<file path="config.mk">
export PLATFORM = sky130hd
export DESIGN_NAME = dense_layer_seq_flat
export DESIGN_NICKNAME = d
export VERILOG_FILES = /design/src/rtl/dense_pkg.sv /design/src/rtl/dense_layer_seq_if.sv /design/src/rtl/dense_mac_lane.sv /design/src/rtl/dense_layer_seq.sv /design/src/flat_wrapper.sv
export SDC_FILE = /design/constraint.sdc
export NUM_CORES = 1
export LEC_CHECK = 0
export ABC_AREA = 1
export ABC_CLOCK_PERIOD_IN_PS = 8300
export CAP_MARGIN = 20
export CORE_MARGIN = 2
export CORE_UTILIZATION = 42
export DETAILED_ROUTE_END_ITERATION = 7
export GPL_ROUTABILITY_DRIVEN = 0
export GPL_TIMING_DRIVEN = 0
export PLACE_DENSITY = 0.6
export SYNTH_ARGS = -nofsm -noshare
export SYNTH_HDL_FRONTEND = slang
export SYNTH_SLANG_ARGS = --single-unit
</file>
<file path="constraint.sdc">
create_clock -name clk -period 8.3 [get_ports clk]
set_input_delay 1.66 -clock clk [delete_from_list [all_inputs] [get_ports clk]]
set_output_delay 1.66 -clock clk [all_outputs]
set_load 0.02 [all_outputs]
</file>
<file path="src/rtl/dense_pkg.sv">
// Shared types and arithmetic helpers for the dense layer.
// Helpers take explicit widths so every lane size can reuse them.
package dense_pkg;

  localparam logic [1:0] ACT_ID    = 2'd0;
  localparam logic [1:0] ACT_RELU  = 2'd1;
  localparam logic [1:0] ACT_HTANH = 2'd2;

  typedef enum logic [1:0] {
    ST_IDLE,
    ST_MAC,
    ST_FIN,
    ST_DONE
  } state_t;

  // Clamp a wide signed value into a dw-bit signed range.
  function automatic logic signed [31:0] sat_to_w(
    input logic signed [63:0] v,
    input int dw
  );
    logic signed [63:0] hi;
    logic signed [63:0] lo;
    logic signed [63:0] r;
    hi = (64'sd1 <<< (dw - 1)) - 64'sd1;
    lo = -hi - 64'sd1;
    if (v > hi) r = hi;
    else if (v < lo) r = lo;
    else r = v;
    return r[31:0];
  endfunction

  function automatic logic signed [31:0] act_apply(
    input logic [1:0] mode,
    input logic signed [31:0] v,
    input int fw
  );
    logic signed [31:0] one;
    logic signed [31:0] r;
    one = 32'sd1 <<< fw;
    r = v;
    case (mode)
      ACT_RELU: begin
        if (v < 0) r = '0;
      end
      ACT_HTANH: begin
        if (v > one) r = one;
        else if (v < -one) r = -one;
      end
      default: r = v;
    endcase
    return r;
  endfunction

endpackage

</file>
<file path="src/rtl/dense_layer_seq_if.sv">
// Parameter-load stream and req/ack inference handshake.
// Master drives words and requests; slave returns results.
interface dense_layer_seq_if #(
  parameter int DATA_W = 8,
  parameter int N_IN   = 2,
  parameter int N_OUT  = 2
);
  logic                      fill;
  logic [DATA_W-1:0]         val;
  logic                      loaded;
  logic                      req;
  logic [1:0]                act_mode;
  logic [N_IN*DATA_W-1:0]    x_in;
  logic                      ack;
  logic [N_OUT*DATA_W-1:0]   y_out;
  logic                      busy;

  modport master (
    output fill, val, req, act_mode, x_in,
    input  loaded, ack, y_out, busy
  );

  modport slave (
    input  fill, val, req, act_mode, x_in,
    output loaded, ack, y_out, busy
  );
endinterface

</file>
<file path="src/rtl/dense_mac_lane.sv">
// One neuron: scaled MAC accumulator, bias, saturation, activation.
// Result register holds its value until the next finish pulse.
module dense_mac_lane
  import dense_pkg::*;
#(
  parameter int DATA_W = 8,
  parameter int FRAC_W = 4,
  parameter int N_IN   = 2
) (
  input  logic                     clk,
  input  logic                     rst,
  input  logic                     i_clr,
  input  logic                     i_en,
  input  logic                     i_fin,
  input  logic [1:0]               i_mode,
  input  logic signed [DATA_W-1:0] i_w,
  input  logic signed [DATA_W-1:0] i_x,
  input  logic signed [DATA_W-1:0] i_b,
  output logic [DATA_W-1:0]        o_y
);
  localparam int PW    = 2 * DATA_W;
  localparam int ACC_W = PW + $clog2(N_IN) + 1;

  logic signed [ACC_W-1:0] r_acc;
  logic [DATA_W-1:0]       r_y;
  logic signed [PW-1:0]    w_we;
  logic signed [PW-1:0]    w_xe;
  logic signed [PW-1:0]    w_prod;
  logic signed [PW-1:0]    w_term;
  logic signed [ACC_W-1:0] w_sum;
  logic signed [31:0]      w_sat;
  logic signed [31:0]      w_act;

  assign w_we   = PW'(i_w);
  assign w_xe   = PW'(i_x);
  assign w_prod = w_we * w_xe;
  // Arithmetic shift: rounds each product toward -inf.
  assign w_term = w_prod >>> FRAC_W;
  assign w_sum  = r_acc + ACC_W'(i_b);
  assign w_sat  = sat_to_w(64'(w_sum), DATA_W);
  assign w_act  = act_apply(i_mode, w_sat, FRAC_W);

  generate
    if (DATA_W < 32) begin : g_unused
      logic w_unused_hi;
      assign w_unused_hi = ^w_act[31:DATA_W];
    end
  endgenerate

  always_ff @(posedge clk) begin
    if (rst) begin
      r_acc <= '0;
      r_y   <= '0;
    end else begin
      if (i_clr) r_acc <= '0;
      else if (i_en) r_acc <= r_acc + ACC_W'(w_term);
      if (i_fin) r_y <= w_act[DATA_W-1:0];
    end
  end

  assign o_y = r_y;

endmodule

</file>
<file path="src/rtl/dense_layer_seq.sv">
// Fully-connected layer: serial parameter fill, parallel lanes,
// one input element per cycle, four-phase req/ack result handoff.
module dense_layer_seq
  import dense_pkg::*;
#(
  parameter int DATA_W = 8,
  parameter int FRAC_W = 4,
  parameter int N_IN   = 2,
  parameter int N_OUT  = 2
) (
  input logic             clk,
  input logic             rst,
  dense_layer_seq_if.slave bus
);
  localparam int NW = N_OUT * (N_IN + 1);
  localparam int IW = $clog2(NW);
  localparam int KW = (N_IN > 1) ? $clog2(N_IN) : 1;

  state_t            r_state;
  state_t            w_next;
  logic [IW-1:0]     r_idx;
  logic              r_loaded;
  logic [KW-1:0]     r_k;
  logic [1:0]        r_mode;
  logic [DATA_W-1:0] r_w [N_OUT][N_IN];
  logic [DATA_W-1:0] r_b [N_OUT];
  logic [DATA_W-1:0] r_x [N_IN];

  logic w_wr;
  logic w_start;
  logic w_mac;
  logic w_fin;
  logic w_klast;
  logic w_ilast;
  logic [N_OUT*DATA_W-1:0] w_y;

  assign w_wr    = bus.fill && (r_state == ST_IDLE);
  assign w_klast = (r_k == KW'(N_IN - 1));
  assign w_ilast = (r_idx == IW'(NW - 1));
  assign w_mac   = (r_state == ST_MAC);
  assign w_fin   = (r_state == ST_FIN);

  // Fill wins over req in IDLE.
  always_comb begin
    w_next  = r_state;
    w_start = 1'b0;
    unique case (r_state)
      ST_IDLE: begin
        if (!bus.fill && bus.req && r_loaded) begin
          w_next  = ST_MAC;
          w_start = 1'b1;
        end
      end
      ST_MAC:  if (w_klast) w_next = ST_FIN;
      ST_FIN:  w_next = ST_DONE;
      ST_DONE: if (!bus.req) w_next = ST_IDLE;
      default: w_next = ST_IDLE;
    endcase
  end

  always_ff @(posedge clk) begin
    if (rst) begin
      r_state  <= ST_IDLE;
      r_idx    <= '0;
      r_loaded <= 1'b0;
      r_k      <= '0;
      r_mode   <= ACT_ID;
      for (int i = 0; i < N_IN; i++) r_x[i] <= '0;
    end else begin
      r_state <= w_next;
      if (w_wr) begin
        r_loaded <= w_ilast;
        r_idx    <= w_ilast ? '0 : r_idx + IW'(1);
      end
      if (w_start) begin
        r_k    <= '0;
        r_mode <= bus.act_mode;
        for (int i = 0; i < N_IN; i++)
          r_x[i] <= bus.x_in[i*DATA_W +: DATA_W];
      end else if (w_mac) begin
        r_k <= r_k + KW'(1);
      end
    end
  end

  // Parameter storage survives reset.
  always_ff @(posedge clk) begin
    if (!rst && w_wr) begin
      for (int n = 0; n < N_OUT; n++) begin
        for (int i = 0; i < N_IN; i++)
          if (r_idx == IW'(n * N_IN + i)) r_w[n][i] <= bus.val;
        if (r_idx == IW'(N_OUT * N_IN + n)) r_b[n] <= bus.val;
      end
    end
  end

  generate
    for (genvar n = 0; n < N_OUT; n++) begin : g_lane
      dense_mac_lane #(
        .DATA_W (DATA_W),
        .FRAC_W (FRAC_W),
        .N_IN   (N_IN)
      ) u_lane (
        .clk    (clk),
        .rst    (rst),
        .i_clr  (w_start),
        .i_en   (w_mac),
        .i_fin  (w_fin),
        .i_mode (r_mode),
        .i_w    (r_w[n][r_k]),
        .i_x    (r_x[r_k]),
        .i_b    (r_b[n]),
        .o_y    (w_y[n*DATA_W +: DATA_W])
      );
    end
  endgenerate

  assign bus.y_out  = w_y;
  assign bus.ack    = (r_state == ST_DONE);
  assign bus.busy   = (r_state != ST_IDLE);
  assign bus.loaded = r_loaded;

endmodule

</file>
<file path="src/flat_wrapper.sv">
// flat-port wrapper written by rule: the top's interface ports become plain ports
module dense_layer_seq_flat import dense_pkg::*;
#(
  parameter int DATA_W = 8,
  parameter int FRAC_W = 4,
  parameter int N_IN   = 2,
  parameter int N_OUT  = 2
)
  (clk, rst, bus_fill, bus_val, bus_req, bus_act_mode, bus_x_in, bus_loaded, bus_ack, bus_y_out, bus_busy);
  dense_layer_seq_if #(.DATA_W(DATA_W), .N_IN(N_IN), .N_OUT(N_OUT)) bus_i ();
  input logic clk;
  input logic rst;
  input wire logic [$bits(bus_i.fill)-1:0] bus_fill;
  input wire logic [$bits(bus_i.val)-1:0] bus_val;
  input wire logic [$bits(bus_i.req)-1:0] bus_req;
  input wire logic [$bits(bus_i.act_mode)-1:0] bus_act_mode;
  input wire logic [$bits(bus_i.x_in)-1:0] bus_x_in;
  output wire logic [$bits(bus_i.loaded)-1:0] bus_loaded;
  output wire logic [$bits(bus_i.ack)-1:0] bus_ack;
  output wire logic [$bits(bus_i.y_out)-1:0] bus_y_out;
  output wire logic [$bits(bus_i.busy)-1:0] bus_busy;
  assign bus_i.fill = bus_fill;
  assign bus_i.val = bus_val;
  assign bus_i.req = bus_req;
  assign bus_i.act_mode = bus_act_mode;
  assign bus_i.x_in = bus_x_in;
  assign bus_loaded = bus_i.loaded;
  assign bus_ack = bus_i.ack;
  assign bus_y_out = bus_i.y_out;
  assign bus_busy = bus_i.busy;
  dense_layer_seq #(.DATA_W(DATA_W), .FRAC_W(FRAC_W), .N_IN(N_IN), .N_OUT(N_OUT)) u_core (.clk(clk), .rst(rst), .bus(bus_i));
endmodule
</file>
==> results of run 1 <==
-- metrics by stage --
| step | instances | hold slack, ps | setup WS (ps) | area, sq um |
|---|---|---|---|---|
| 2_1_floorplan | 1780 | 462.0 | 1768 | 13530 |
| 3_3_place_gp | 2229 | 452.4 | 444.4 | 14500 |
| 3_5_place_dp | 2230 | 455.4 | 363.9 | 14510 |
| 4_1_cts | 2262 | 466.4 | 329.5 | 15060 |
| 5_1_grt | 2266 | 485.4 | 27.71 | 15110 |
| 6_report | 2266 | 463.3 | 564.7 | 15110 |
-- how the worst max path moves through the flow --
stage | start | endpoint | slack (ps)
3_3_place_gp | flip-flop | u_core.g_lane[0].u_lane.r_acc[17] | 440
3_5_place_dp | flip-flop | u_core.g_lane[0].u_lane.r_acc[17] | 360
6_report | flip-flop | u_core.g_lane[1].u_lane.r_acc[17] | 560
2_1_floorplan | u_core.r_k | u_core.g_lane[0].u_lane.r_acc[17] | 1770
5_1_grt | u_core.r_k | u_core.g_lane[0].u_lane.r_acc[17] | 30
4_1_cts | flip-flop | u_core.g_lane[0].u_lane.r_acc[17] | 330
-- flip-flops by register name, indices dropped and copies added (netlist names), named ones only --
| name | cells |
|---|---|
| u_core.g_lane.u_lane.r_acc | 36 |
| u_core.r_w | 32 |
| u_core.g_lane.u_lane.o_y | 16 |
| u_core.r_b | 16 |
| u_core.r_x | 16 |
| u_core.r_idx | 3 |
| u_core.r_mode | 2 |
| u_core.r_state | 2 |
| u_core.bus.loaded | 1 |
| u_core.r_k | 1 |
-- cell families (layout without fill, tap and decap cells) --
family | after synthesis | after routing
xor+xnor | 70 | 70
simple gates | 694 | 694
buf+inv | 381 | 465
compound gates | 257 | 257
fa+ha+maj | 247 | 247
flops | 126 | 126
mux | 5 | 5
-- metal layers --
metal / GRT usage [%] / vias up / wire (um)
met5: 0 / - / 0
met4: 6.784 / 0 / 729
met3: 2.575 / 49 / 1144
met2: 35.50 / 223 / 15600
met1: 25.46 / 5327 / 14920
li1: - / 5785 / -
-- cells in the mapped netlist, types with 3 or more instances --
library cell  number
o21ai_0           85
xor2_1            39
o31ai_1            3
o221ai_1           3
clkbuf_1          27
o21ai_1           10
nand3b_1           6
nand3_1           76
nor2_1           234
nand2_1          307
mux2i_1            5
nor3_1            15
xnor2_1           30
a21o_1             8
nand4_1           18
edfxtp_1          64
nand2_2            6
fa_1             112
a21oi_2            4
o211ai_1           8
a21oi_1          111
or2_2             19
dfxtp_1           62
o21bai_1          10
a211oi_1           3
a31oi_1            3
inv_1            347
ha_1             135
nand3_2            3
-- layout by cell type, fill, tap and decap left out, types with 9 or more instances in the layout --
master	instances
a21oi_1	111
clkbuf_1	23
clkbuf_16	17
clkdlybuf4s50_1	47
dfxtp_1	61
edfxtp_1	64
fa_1	112
ha_1	135
inv_1	347
nand2_1	307
nand3_1	76
nand4_1	18
nor2_1	234
nor3_1	15
o21ai_0	85
o21ai_1	9
o21bai_1	10
or2_2	19
xnor2_1	30
xor2_1	39
-- area by class of cell --
class	instances	area [sq um]	area share (%)
clock inverters	13	105.1	0.6957
well taps	402	503.0	3.329
clock buffers	19	442.9	2.932
plain buffers	30	127.6	0.8448
repair buffers	53	510.5	3.379
inverters	350	1318	8.721
flip-flops and latches	126	3164	20.95
multi-input cells	1273	8936	59.15
-- timing repair --
| item | in CTS | in global routing |
|---|---|---|
| buffers inserted | 0 | 4 |
| gates resized for setup | 0 | 12 |
| endpoints found under the setup margin | 0 | 4 |
-- critical path: cells and delay by family (launching register included) --
kind | cells | cell delay [ps]
AO/OA/AOI/OAI | 14 | 2790
adder cells (fa/ha/maj) | 6 | 2730
buffers and inverters | 5 | 820
AND/OR/NAND/NOR | 8 | 620
XOR/XNOR | 1 | 360
flip-flops | 1 | 350
==> impl_metrics.ini, run 1 <==
[synthesis]
ys_seq_area_share_pct = 23.38
netlist_instances = 1780
postSynthAreaPerCell_sq_um = 7.601
synthAdderAreaFrac_pct = 29.05
yosys.area_share.xor_xnor_pct = 4.587
yosysWarnings = 0
synth-main-ff-cell = edfxtp_1
ys_ff_latch = 126
synth_compound_area_share_pct = 10.56
netlist_area_sq_um = 13530
synth.distinct_cells = 48
synth_edf_count = 64
synth_top_area_share_pct = 16.57
synth-simple-area-share_pct = 21.42
synth_mux_area_share_pct = 0.3699
synth_top_area_cell = fa_1
synthArstFlopShare_pct = 0
ys_top_cells_by_area = fa_1, edfxtp_1, ha_1
synth_top_family_by_area = adder cells
syn_nets = 2057

[grt]
grt_use_total_pct = 20.14
grt-ovfl-total = 0
grt_pass1_wl_um = 53720
first_global_vias = 11190
antenna_found_initial = 0
grt_max_degree = 26

[sta]
min_period_ps = 7735
hold_viol = 0
slew_violations = 0
max_slew_margin_pct = 26.42
worst_pin_slew_ps = 1100
rsz0062_at_grt = no
fin_skew_ps = 10.18
fin_setup_tns_ps = 0
setup_viol = 0
max_freq_mhz = 129.3
timing.final.crit_share_pct = 93.20

[worst_setup_path]
required_ps = 8680
rrSetupSlack_ps = 560
rr_endpoint = u_core.g_lane[1].u_lane.r_acc[17]
cpPeakStageDelay_ps = 850
path_class = reg2reg
cp-start-kind = flip-flop
cp-end-kind = flip-flop
r2r_cells = 34
path_max_fanout = 10
worst_path_max_delay_cell = o21ai_1
critPathArrivalTime_ps = 8120

[cells_and_area]
fillCellCount = 3150
syn_to_final_growth_pct = 11.65
antenna_cells = 0
drive_gt1_share_pct = 4.560
fin_util_pct = 47.75
nNetsFinal = 2128

[placement]
port_buffers = 47
dp_hpwl_um = 26660

[drt]
drt_first_iter_violations = 537
wl_per_cell_um = 14.30
drc = 0
firstDrtPassIters = 6
vias = 11380
postRouteAntennaNets = 0
viasPerCell = 5.024
routed_wirelength_um = 32400

[die]
row_count = 65
die_area_sq_um = 33670
pin_count = 49
die_w_um = 183.5
die_y_um = 183.5
core_area_sq_um = 31640
start_util_pct = 42.77

[status]
outcome = completed

[cts]
clock_latency_ps = 440
clk_path_buf_depth = 2
cts_buffers = 17
ctsHoldBuffers = 0
cts_max_level = 4
clkTransAtPathRegs_ps = 70
ctsRootBufferMaster = clkbuf_16
cts_sinks = 126
cts_tree = done

[hold_path]
hold_path.class = reg2reg
min_from = u_core.g_lane[0].u_lane.o_y[3]
hold_path_depth = 2
min_to = u_core.g_lane[0].u_lane.o_y[3]

[run]
maxCapViolCount = 0
Power of run 1 is not shown: default switching activity piles up to over one toggle a cycle in this logic, so the estimate is an artifact.
==> inputs of run 2 (changes only) <==
--- a/config.mk
+++ b/config.mk
@@ -13,7 +13,8 @@
 export DETAILED_ROUTE_END_ITERATION = 7
 export GPL_ROUTABILITY_DRIVEN = 0
 export GPL_TIMING_DRIVEN = 0
-export PLACE_DENSITY = 0.6
+export PLACE_DENSITY = 0.59
+export SKIP_CTS_REPAIR_TIMING = 1
 export SYNTH_ARGS = -nofsm -noshare
 export SYNTH_HDL_FRONTEND = slang
 export SYNTH_SLANG_ARGS = --single-unit
==> run 2 against run 1 <==
Effect of this change:
- non-clock buffer count stayed put
- first-iteration DRC count is 33% higher
- cell count stayed put
- die area stayed put
- critical path depth is 3 higher
- critical path type unchanged
- sequential cell count stayed put
- final area is 0.50% higher
==> impl_metrics.ini, run 2 (synthesized netlist as in run 1, its figures left out) <==
[drt]
drc = 0
wl_per_cell_um = 14.42
routed_wirelength_um = 32670
postRouteAntennaNets = 0
firstDrtPassIters = 5
vias = 11380
viasPerCell = 5.020
drt_first_iter_violations = 714

[cells_and_area]
syn_to_final_growth_pct = 12.21
largest_reg_flops = 36
drive_gt1_share_pct = 4.936
multi_input_area_sq_um = 8972
fillCellCount = 3125
seqCellArea_sq_um = 3164
nNetsFinal = 2128
layout_commonest_cell = inv_1
regMostFlops = u_core.g_lane.u_lane.r_acc
finalNonFillerCells = 2266
layout_common_cells = inv_1, nand2_1, nor2_1
antenna_cells = 0
reg.largest.list = u_core.g_lane.u_lane.r_acc: 36 flops, u_core.r_w: 32 flops

[grt]
grt_pass1_wl_um = 53860
grt_max_degree = 26
antenna_found_initial = 0
grt_use_total_pct = 20.23
grt-ovfl-total = 0
first_global_vias = 11230

[run]
maxCapViolCount = 0

[sta]
max_slew_margin_pct = 34.88
slew_violations = 0
timing.final.crit_share_pct = 92.38
min_period_ps = 7668
whs_ps = 463.6
fin_skew_ps = 11.72
worst_pin_slew_ps = 973.2
fin_setup_tns_ps = 0
rsz0062_at_grt = no
max_freq_mhz = 130.4
setup_viol = 0
hold_viol = 0

[cts]
ctsRootBufferMaster = clkbuf_16
clk_path_buf_depth = 2
cts_tree = done
cts_sinks = 126
cts_buffers = 17
cts_max_level = 4
clkTransAtPathRegs_ps = 70
clock_latency_ps = 440

[die]
die_y_um = 183.5
pin_count = 49
die_area_sq_um = 33670
core_area_sq_um = 31640
start_util_pct = 42.77
die_w_um = 183.5
row_count = 65

[worst_setup_path]
required_ps = 8670
path_buf_inv = 8
cp-end-kind = flip-flop
path_max_fanout = 10
cpPeakStageDelay_ps = 540
critPathTopFamily = adder cells
cp-start-kind = flip-flop
path_class = reg2reg
worst_path_max_delay_cell = dfxtp_1
critPathArrivalTime_ps = 8040
crit_top_cell = inv_1

[placement]
port_buffers = 47
place_inst = 2230
dp_hpwl_um = 27060

[status]
outcome = completed

[hold_path]
hold_path.class = reg2reg
run 2: worst paths after layout:
check | slack (ps) | to | cells after the start | start
worst min register to register | 460 | u_core.g_lane[0].u_lane.o_y[5] | 2 | u_core.g_lane[0].u_lane.o_y[5]
worst max register to register | 630 | u_core.g_lane[1].u_lane.r_acc[17] | 37 | u_core.r_k
worst max-delay path | 630 | u_core.g_lane[1].u_lane.r_acc[17] | 37 | u_core.r_k
worst min-delay path | 460 | u_core.g_lane[0].u_lane.o_y[5] | 2 | u_core.g_lane[0].u_lane.o_y[5]
run 2: per-stage QoR:
step / area [sq um] / setup WS (ps) / utilization, %
4_1_cts: 15100 / 246.4 / 47.72
3_3_place_gp: 14500 / 302.2 / 45.85
6_report: 15180 / 632.3 / 47.99
3_5_place_dp: 14510 / 302.2 / 45.87
2_1_floorplan: 13530 / 1768 / -
5_1_grt: 15180 / 49.60 / 47.99
run 2: worst register-to-register path, delay by kind of cell (launching register included):
kind	cells	cell delay, ps
fa+ha+maj	6	2840
compound gates	10	1610
simple gates	12	1330
buf+inv	8	970
flops	1	540
xor+xnor	1	320
run 2: area by class of cell:
cell class	instances	area share, %
multi-input cells	1273	59.10
flip-flops and latches	126	20.84
inverters	350	8.678
repair buffers	53	3.362
well taps	402	3.313
clock buffers	17	2.802
clock inverters	15	1.055
plain buffers	30	0.8489
run 2: routing by layer:
metal	vias to the layer above	GRT usage (%)	wire length, um
met4	0	5.472	580
met3	33	2.694	1327
met1	5334	25.84	14810
li1	5792	-	-
met5	-	0	0
met2	217	35.89	15960
Power of run 2 is left out for the same reason.
